`src/rtl/bcd_countdown_ctrl_pkg.sv`:
```
// Shared widths, BCD constants and state encoding for the 25-second
// stopwatch countdown block.
package bcd_countdown_ctrl_pkg;

    localparam int BCD_BIT_WIDTH = 4;

    localparam logic [BCD_BIT_WIDTH-1:0] BCD_ZERO = 4'd0;
    localparam logic [BCD_BIT_WIDTH-1:0] BCD_ONE  = 4'd1;
    localparam logic [BCD_BIT_WIDTH-1:0] BCD_NINE = 4'd9;

    typedef enum logic [1:0] {
        CD_IDLE  = 2'd0,
        CD_RUN   = 2'd1,
        CD_PAUSE = 2'd2,
        CD_DONE  = 2'd3
    } cd_state_t;

endpackage

```
`src/rtl/bcd_countdown_ctrl_bcd_down2.sv`:
```
// Two-digit BCD down-counter with synchronous load and a saturating
// decrement; reset loads the preset value given by parameters.
module bcd_down2
    import bcd_countdown_ctrl_pkg::*;
#(
    parameter logic [BCD_BIT_WIDTH-1:0] RST_TENS = 4'd2,
    parameter logic [BCD_BIT_WIDTH-1:0] RST_ONES = 4'd5
) (
    input  logic                     clk,
    input  logic                     rst,
    input  logic                     load,
    input  logic                     dec,
    input  logic [BCD_BIT_WIDTH-1:0] load_tens,
    input  logic [BCD_BIT_WIDTH-1:0] load_ones,
    output logic [BCD_BIT_WIDTH-1:0] digit1,
    output logic [BCD_BIT_WIDTH-1:0] digit0,
    output logic                     is_one,
    output logic                     is_zero
);

    logic [BCD_BIT_WIDTH-1:0] digit1_q, digit1_d;
    logic [BCD_BIT_WIDTH-1:0] digit0_q, digit0_d;

    assign is_zero = (digit1_q == BCD_ZERO) && (digit0_q == BCD_ZERO);
    assign is_one  = (digit1_q == BCD_ZERO) && (digit0_q == BCD_ONE);

    // Decrement saturates at 00 so the count can never wrap to 99.
    always_comb begin
        digit1_d = digit1_q;
        digit0_d = digit0_q;
        if (load) begin
            digit1_d = load_tens;
            digit0_d = load_ones;
        end else if (dec && !is_zero) begin
            if (digit0_q != BCD_ZERO) begin
                digit0_d = digit0_q - BCD_ONE;
            end else begin
                digit0_d = BCD_NINE;
                digit1_d = digit1_q - BCD_ONE;
            end
        end
    end

    always_ff @(posedge clk or posedge rst) begin
        if (rst) begin
            digit1_q <= RST_TENS;
            digit0_q <= RST_ONES;
        end else begin
            digit1_q <= digit1_d;
            digit0_q <= digit0_d;
        end
    end

    assign digit1 = digit1_q;
    assign digit0 = digit0_q;

endmodule

```
`src/rtl/bcd_countdown_ctrl.sv`:
```
// Start/pause/clear control FSM around a 2-digit BCD down-counter, advanced
// by a 1 Hz enable in the system clock domain.
module bcd_countdown_ctrl
    import bcd_countdown_ctrl_pkg::*;
#(
    parameter logic [BCD_BIT_WIDTH-1:0] PRESET_TENS = 4'd2,
    parameter logic [BCD_BIT_WIDTH-1:0] PRESET_ONES = 4'd5
) (
    input  logic                     clk,
    input  logic                     rst,
    input  logic                     tick_1hz,
    input  logic                     pb_start,
    input  logic                     pb_clear,
    output logic [BCD_BIT_WIDTH-1:0] digit1,
    output logic [BCD_BIT_WIDTH-1:0] digit0,
    output logic                     running,
    output logic                     done,
    output logic                     done_pulse
);

    cd_state_t state_q, state_d;
    logic      done_pulse_q, done_pulse_d;
    logic      load, dec, is_one, is_zero;

    bcd_down2 #(
        .RST_TENS(PRESET_TENS),
        .RST_ONES(PRESET_ONES)
    ) u_count (
        .clk      (clk),
        .rst      (rst),
        .load     (load),
        .dec      (dec),
        .load_tens(PRESET_TENS),
        .load_ones(PRESET_ONES),
        .digit1   (digit1),
        .digit0   (digit0),
        .is_one   (is_one),
        .is_zero  (is_zero)
    );

    // Clear outranks start, which outranks the tick.
    always_comb begin
        state_d      = state_q;
        done_pulse_d = 1'b0;
        load         = 1'b0;
        dec          = 1'b0;
        if (pb_clear) begin
            state_d = CD_IDLE;
            load    = 1'b1;
        end else begin
            unique case (state_q)
                CD_IDLE: begin
                    if (pb_start) begin
                        if (is_zero) begin
                            state_d      = CD_DONE;
                            done_pulse_d = 1'b1;
                        end else begin
                            state_d = CD_RUN;
                        end
                    end
                end
                CD_RUN: begin
                    if (pb_start) begin
                        state_d = CD_PAUSE;
                    end else if (tick_1hz) begin
                        dec = 1'b1;
                        if (is_one) begin
                            state_d      = CD_DONE;
                            done_pulse_d = 1'b1;
                        end
                    end
                end
                CD_PAUSE: begin
                    if (pb_start) begin
                        state_d = CD_RUN;
                    end
                end
                CD_DONE: begin
                    state_d = CD_DONE;
                end
                default: state_d = CD_IDLE;
            endcase
        end
    end

    always_ff @(posedge clk or posedge rst) begin
        if (rst) begin
            state_q      <= CD_IDLE;
            done_pulse_q <= 1'b0;
        end else begin
            state_q      <= state_d;
            done_pulse_q <= done_pulse_d;
        end
    end

    assign running    = (state_q == CD_RUN);
    assign done       = (state_q == CD_DONE);
    assign done_pulse = done_pulse_q;

endmodule
```
`config.mk`:
```
export PLATFORM = sky130hd
export DESIGN_NAME = bcd_countdown_ctrl
export DESIGN_NICKNAME = d
export VERILOG_FILES = /design/src/rtl/bcd_countdown_ctrl_pkg.sv /design/src/rtl/bcd_countdown_ctrl_bcd_down2.sv /design/src/rtl/bcd_countdown_ctrl.sv
export SDC_FILE = /design/constraint.sdc
export NUM_CORES = 1
export LEC_CHECK = 0
export ABC_AREA = 1
export CORE_ASPECT_RATIO = 1.2
export CORE_UTILIZATION = 40
export DETAILED_ROUTE_END_ITERATION = 10
export PLACE_DENSITY_LB_ADDON = 0.15
export SYNTH_ARGS = -nofsm -noshare
export SYNTH_HDL_FRONTEND = slang
export SYNTH_SLANG_ARGS = --single-unit
export TNS_END_PERCENT = 100
```
`constraint.sdc`:
```
create_clock -name clk -period 3.35 [get_ports clk]
set_input_delay 1.005 -clock clk [delete_from_list [all_inputs] [get_ports clk]]
set_output_delay 1.005 -clock clk [all_outputs]
set_load 0.05 [all_outputs]
```
==> run metrics, run 1 <==
crit path from state_q[1]; placed instance area 918 µm²; clk buf depth 2; slowest CP cell clkdlybuf4s50_1; Clock Latency Late Sink 0.29 ns; Tmin final 2.72 ns; DIE AREA 2040 µm²; Via density 4.88; Core Rows 16; clk slew on worst S/H paths 0.08 ns; initial antenna violation count 0; WHS 0.470 ns; TritonCTS Sinks 11; Via Count 664; pre-CTS setup slack 0.939 ns; first drt pass iteration count 4; Peak VDD IR 0.000206 V; fin area 945 µm²; final worst slack 0.628 ns; Core Area 1680 µm²; Post-Syn Area 746 µm²; Hold Path Cell Cnt 2; layout cell share with drive strength beyond 1 16.1%; CP max FO 3; Nets 127; largest net degree at the start of global routing 12; #FFs+latches synth 11; fin util 56.2%; crit end category output pin; Mapped Nets 107; Power Density 417 nW/µm²; Async SR Flop Fraction 100%; total negative setup slack 0 ns; Starting Density 44.3%; Total GRT Usage 15.9%; post-DP HPWL 1090 µm; class of the most critical setup path flop to output pin; post-cts sizing count 0; worst path arrival time 1.72 ns; Syn Area/Cell 7.53 µm²; # hold bufs at CTS 0; worst r2r src u_count.digit0[0]; RePlAce Congestion 0.766; die boundary height 49.3 µm; dominant synthesized flop cell dfrtp_1; Required @ worst endpoint 2.34 ns; leakage power 0.454 nW; Antenna Nets Post-Route 0; post-synth cell types 21; total power 0.394 mW; Post-CTS Setup Bufs 0; most frequent CP cell inv_1; total grt overflow 0; status complete, no violations; Slew Limit Fails 0; r2r setup slk 1.78 ns; fin crit share 81.3%; worst reg2reg path depth 10; Post-synth EDFFs 0; routed wire length 1460 µm; io pins 16; vias in the first global route 611; Die X-Extent 41.4 µm; Fin. Hold Viols 0; # Max-Cap Violations 0; Finished Layout Cells 136; DR DRC count 0; first-pass GRT wire length 2440 µm; Worst Hold Path EP u_count.digit1[1]; Seq/Total Area, Yosys 37.4%; placed cell count 132; hold_sp u_count.digit1[1]; Max stage delay on crit path 0.79 ns; critical path launch point type flop; IO buf count 15; warnings from Yosys 0; CTS tree built; Final setup viols 0; Iter 0 DRT Violations 13; Max Clock Freq 367 MHz; Area growth syn-to-layout 26.7%; TritonCTS buffer count 3; Diodes inserted 0; Worst Hold Class flop to flop; CTS Root Cell clkbuf_4; Clock Skews 0.00417 ns; RR Endpoint u_count.digit1[2]; H-tree depth 1; average wire per standard cell 10.7 µm; relative slew slack 66.9%; RSZ-0062 raised after global routing false; Least-Margin Pin Slew 0.494 ns; crit path cell chain inv_1 > nand2_2 > inv_1 > clkdlybuf4s50_1; Post-Syn Instances 99
-- flip-flops by register name (all words and copies together) (netlist names) --
signal	flops
u_count.digit0	4
done_pulse	1
state_q	2
u_count.digit1	4
-- power breakdown --
group / switching, mW / internal (mW)
clock: 0.0521 / 0.0464
combinational: 0.0883 / 0.0486
sequential: 0.0123 / 0.146
-- worst max path at each step --
stage / end / depth (start not counted) / slack, ns
after floorplan: running / 3 / 1.49
after global placement: running / 4 / 0.95
after detailed placement: running / 4 / 0.94
after CTS: running / 4 / 0.62
after global routing: running / 4 / 0.55
final: running / 4 / 0.63
-- kinds of logic after synthesis --
logic type / Yosys count / synth area share [%]
DFF: 11 / 37.4
AOI/OAI and AO/OA: 10 / 7.55
and+or+nand+nor: 59 / 39.4
buffers and inverters: 15 / 9.40
xor gates and xnor gates: 1 / 1.17
adders and majority gates: 3 / 5.03
-- worst max-delay path, delay by kind of cell (launching register included) --
| family | cells | cell delay [ns] |
|---|---|---|
| simple gates | 1 | 0.09 |
| flops | 1 | 0.39 |
| buf+inv | 3 | 0.95 |
-- Yosys cell counts, types with 3 or more instances --
| master | number | area, µm² |
|---|---|---|
| nand2_1 | 27 | 101 |
| inv_1 | 14 | 52.6 |
| nand3_1 | 9 | 45.0 |
| nor2_1 | 9 | 33.8 |
| dfrtp_1 | 8 | 200 |
| nand2_2 | 4 | 25.0 |
| o21ai_0 | 4 | 20.0 |
| dfstp_2 | 3 | 78.8 |
| ha_1 | 3 | 37.5 |
| nor2_4 | 3 | 33.8 |
-- per-layer routing --
layer | routed length, µm | GRT usage [%] | vias to the layer above
li1 | - | - | 349
met2 | 673 | 25.5 | 13
met3 | 42 | 3.70 | 5
met1 | 688 | 17.9 | 297
met4 | 53 | 12.4 | 0
met5 | 0 | 0 | -
-- final cells by class --
type,count,area [µm²]
Clock buffer,4,26.3
Fill cell,170,737
Inverter,15,70.1
Multi-Input combinational cell,73,397
Sequential cell,11,279
Tap cell,18,22.5
Timing Repair Buffer,15,150
-- cell usage in the layout (no fill, tap or decap), types with 3 or more instances in the layout --
master / Yosys / final
nand2_1: 27 / 27
clkdlybuf4s50_1: 0 / 15
inv_1: 14 / 14
nor2_1: 9 / 9
nand3_1: 9 / 9
dfrtp_1: 8 / 8
nand2_2: 4 / 4
o21ai_0: 4 / 4
nor2_4: 3 / 3
ha_1: 3 / 3
clkbuf_4: 0 / 3
dfstp_2: 3 / 3
Power figures use the tool's default switching activity.
==> run 2: changes to the inputs <==
==> constraint.sdc (replaced) <==
create_clock -name clk -period 2.52 [get_ports clk]
set_input_delay 0.756 -clock clk [delete_from_list [all_inputs] [get_ports clk]]
set_output_delay 0.756 -clock clk [all_outputs]
set_load 0.05 [all_outputs]
==> run 2 against run 1 <==
Effect of this change:
- power is 33% higher
- core utilization rose by 0.15 points
- wire length increased by 0.69%
- via count rose by 0.45%
- hold slack about the same
- first-iteration DRC count stayed put
- global-route usage unchanged
- cell area rose by 0.26%
- sequential share of layout area fell by 0.078 points
- setup slack worse by 0.54 ns
==> run metrics, run 2 (synthesis results as in run 1) <==
Worst Path Buf+Inv 1; RePlAce Congestion 0.766; Power Density 552 nW/µm²; Logic pwr share 34.7%; Peak VDD IR 0.000270 V; commonest non-fill, non-tap cell in the layout nand2_1; Reg power frac 40.2%; Least-Margin Pin Slew 0.494 ns; final worst slack 0.0833 ns; Slew Limit Fails 0; Required @ worst endpoint 1.76 ns; largest net degree at the start of global routing 12; post-DP HPWL 1090 µm; most frequent cells in the layout nand2_1, inv_1, clkdlybuf4s50_1; TritonCTS Sinks 11; crit end category output pin; io pins 16; Max stage delay on crit path 0.81 ns; Net Sw Frac 38.8%; TritonCTS buffer count 3; Total GRT Usage 15.9%; CTS tree built; IO buf count 15; Top delay family on crit path buffers and inverters; relative slew slack 66.9%; Nets 127; area occupied by registers 279 µm²; initial antenna violation count 0; Antenna Nets Post-Route 0; RSZ-0062 raised after global routing false; clk buf depth 2; status complete, no violations; critical path depth in cells 1; DIE AREA 2040 µm²; area occupied by multi-input gates 397 µm²; Internal Power 0.320 mW; # Max-Cap Violations 0; Max Clock Freq 410 MHz; first-pass GRT wire length 2440 µm; die boundary height 49.3 µm; DR DRC count 0; clk slew on worst S/H paths 0.08 ns; Tmin final 2.44 ns; fillers 171; leakage power 0.467 nW; Final setup viols 0; layout cell share with drive strength beyond 1 16.1%; class of the most critical setup path flop to output pin; Via Count 667; Area growth syn-to-layout 27.0%; NetSw 0.203 mW; H-tree depth 1; Post-CTS Setup Bufs 0; Diodes inserted 0; critical path launch point type flop; Clock Skews 0.00423 ns; CTS Root Cell clkbuf_4; slowest CP cell clkdlybuf4s50_1; Worst Hold Class flop to flop; Clock Latency Late Sink 0.29 ns; total negative setup slack 0 ns; clock share of power 25.0%; pre-CTS setup slack 0.358 ns; Core Area 1680 µm²; Via density 4.90; routed wire length 1470 µm; total grt overflow 0; Core Rows 16; Iter 0 DRT Violations 13; Fin. Hold Viols 0; crit path cell chain clkdlybuf4s50_1; worst reg2reg path depth 10; fin crit share 96.7%; worst path arrival time 1.68 ns; first drt pass iteration count 4; Starting Density 44.3%; average wire per standard cell 10.8 µm; CP max FO 7; vias in the first global route 611; Hold Path Cell Cnt 2; Die X-Extent 41.4 µm
## run 2: changes by cell type in the layout (fill, tap and decap cells not counted)
cell,delta
dlymetal6s2s_1,+1
clkdlybuf4s50_1,-1
## run 2: area by class of cell
type                    instances  area share [%]
repair buffers                 15            16.1
clock buffers                   4            2.77
flip-flops and latches         11            29.5
multi-input cells              73            41.9
well taps                      18            2.38
inverters                      15            7.40
## run 2: power by group through the flow
stage / Sequential [mW] / Clock (mW) / Combinational [mW]
after floorplan: 0.255 / 0 / 0.0890
after global placement: 0.213 / 0 / 0.182
after detailed placement: 0.214 / 0 / 0.183
after CTS: 0.211 / 0.135 / 0.184
after global routing: 0.213 / 0.142 / 0.197
final: 0.211 / 0.131 / 0.182
## run 2: per-layer routing
layer | share of wire, % | vias to the layer above | GRT usage, %
met5 | 0 | - | 0
met4 | 3.6 | 0 | 12.4
met3 | 2.7 | 5 | 3.70
met2 | 46 | 13 | 25.5
met1 | 47 | 299 | 17.9
li1 | - | 350 | -
## run 2: per-stage QoR
stage / util [%] / hold slack [ns] / power, mW / instances / instance area [µm²]
after floorplan: - / 0.496 / 0.344 / 99 / 746
after detailed placement: 54.6 / 0.460 / 0.397 / 132 / 918
after global routing: 56.3 / 0.510 / 0.551 / 136 / 947
final: 56.3 / 0.470 / 0.523 / 136 / 947
after CTS: 56.2 / 0.473 / 0.530 / 136 / 945
after global placement: 54.6 / 0.458 / 0.395 / 132 / 918
## run 2: path summary, 6_finish.rpt
kind | slack [ns] | start | endpoint
worst max-delay path | 0.08 | u_count.digit0[0] | digit0[0]
worst min-delay path | 0.47 | u_count.digit1[1] | u_count.digit1[1]
worst max register to register | 0.95 | u_count.digit0[0] | u_count.digit1[2]
worst min register to register | 0.47 | u_count.digit1[1] | u_count.digit1[1]
max in group asynchronous | 1.42 | rst | u_count.digit0[0]
min in group asynchronous | 0.76 | rst | state_q[0]
## run 2: repair_timing
action                                  in CTS  in global routing
hold buffers                                 0                  0
resized for setup                            0                  1
endpoints found under the setup margin       0                  1
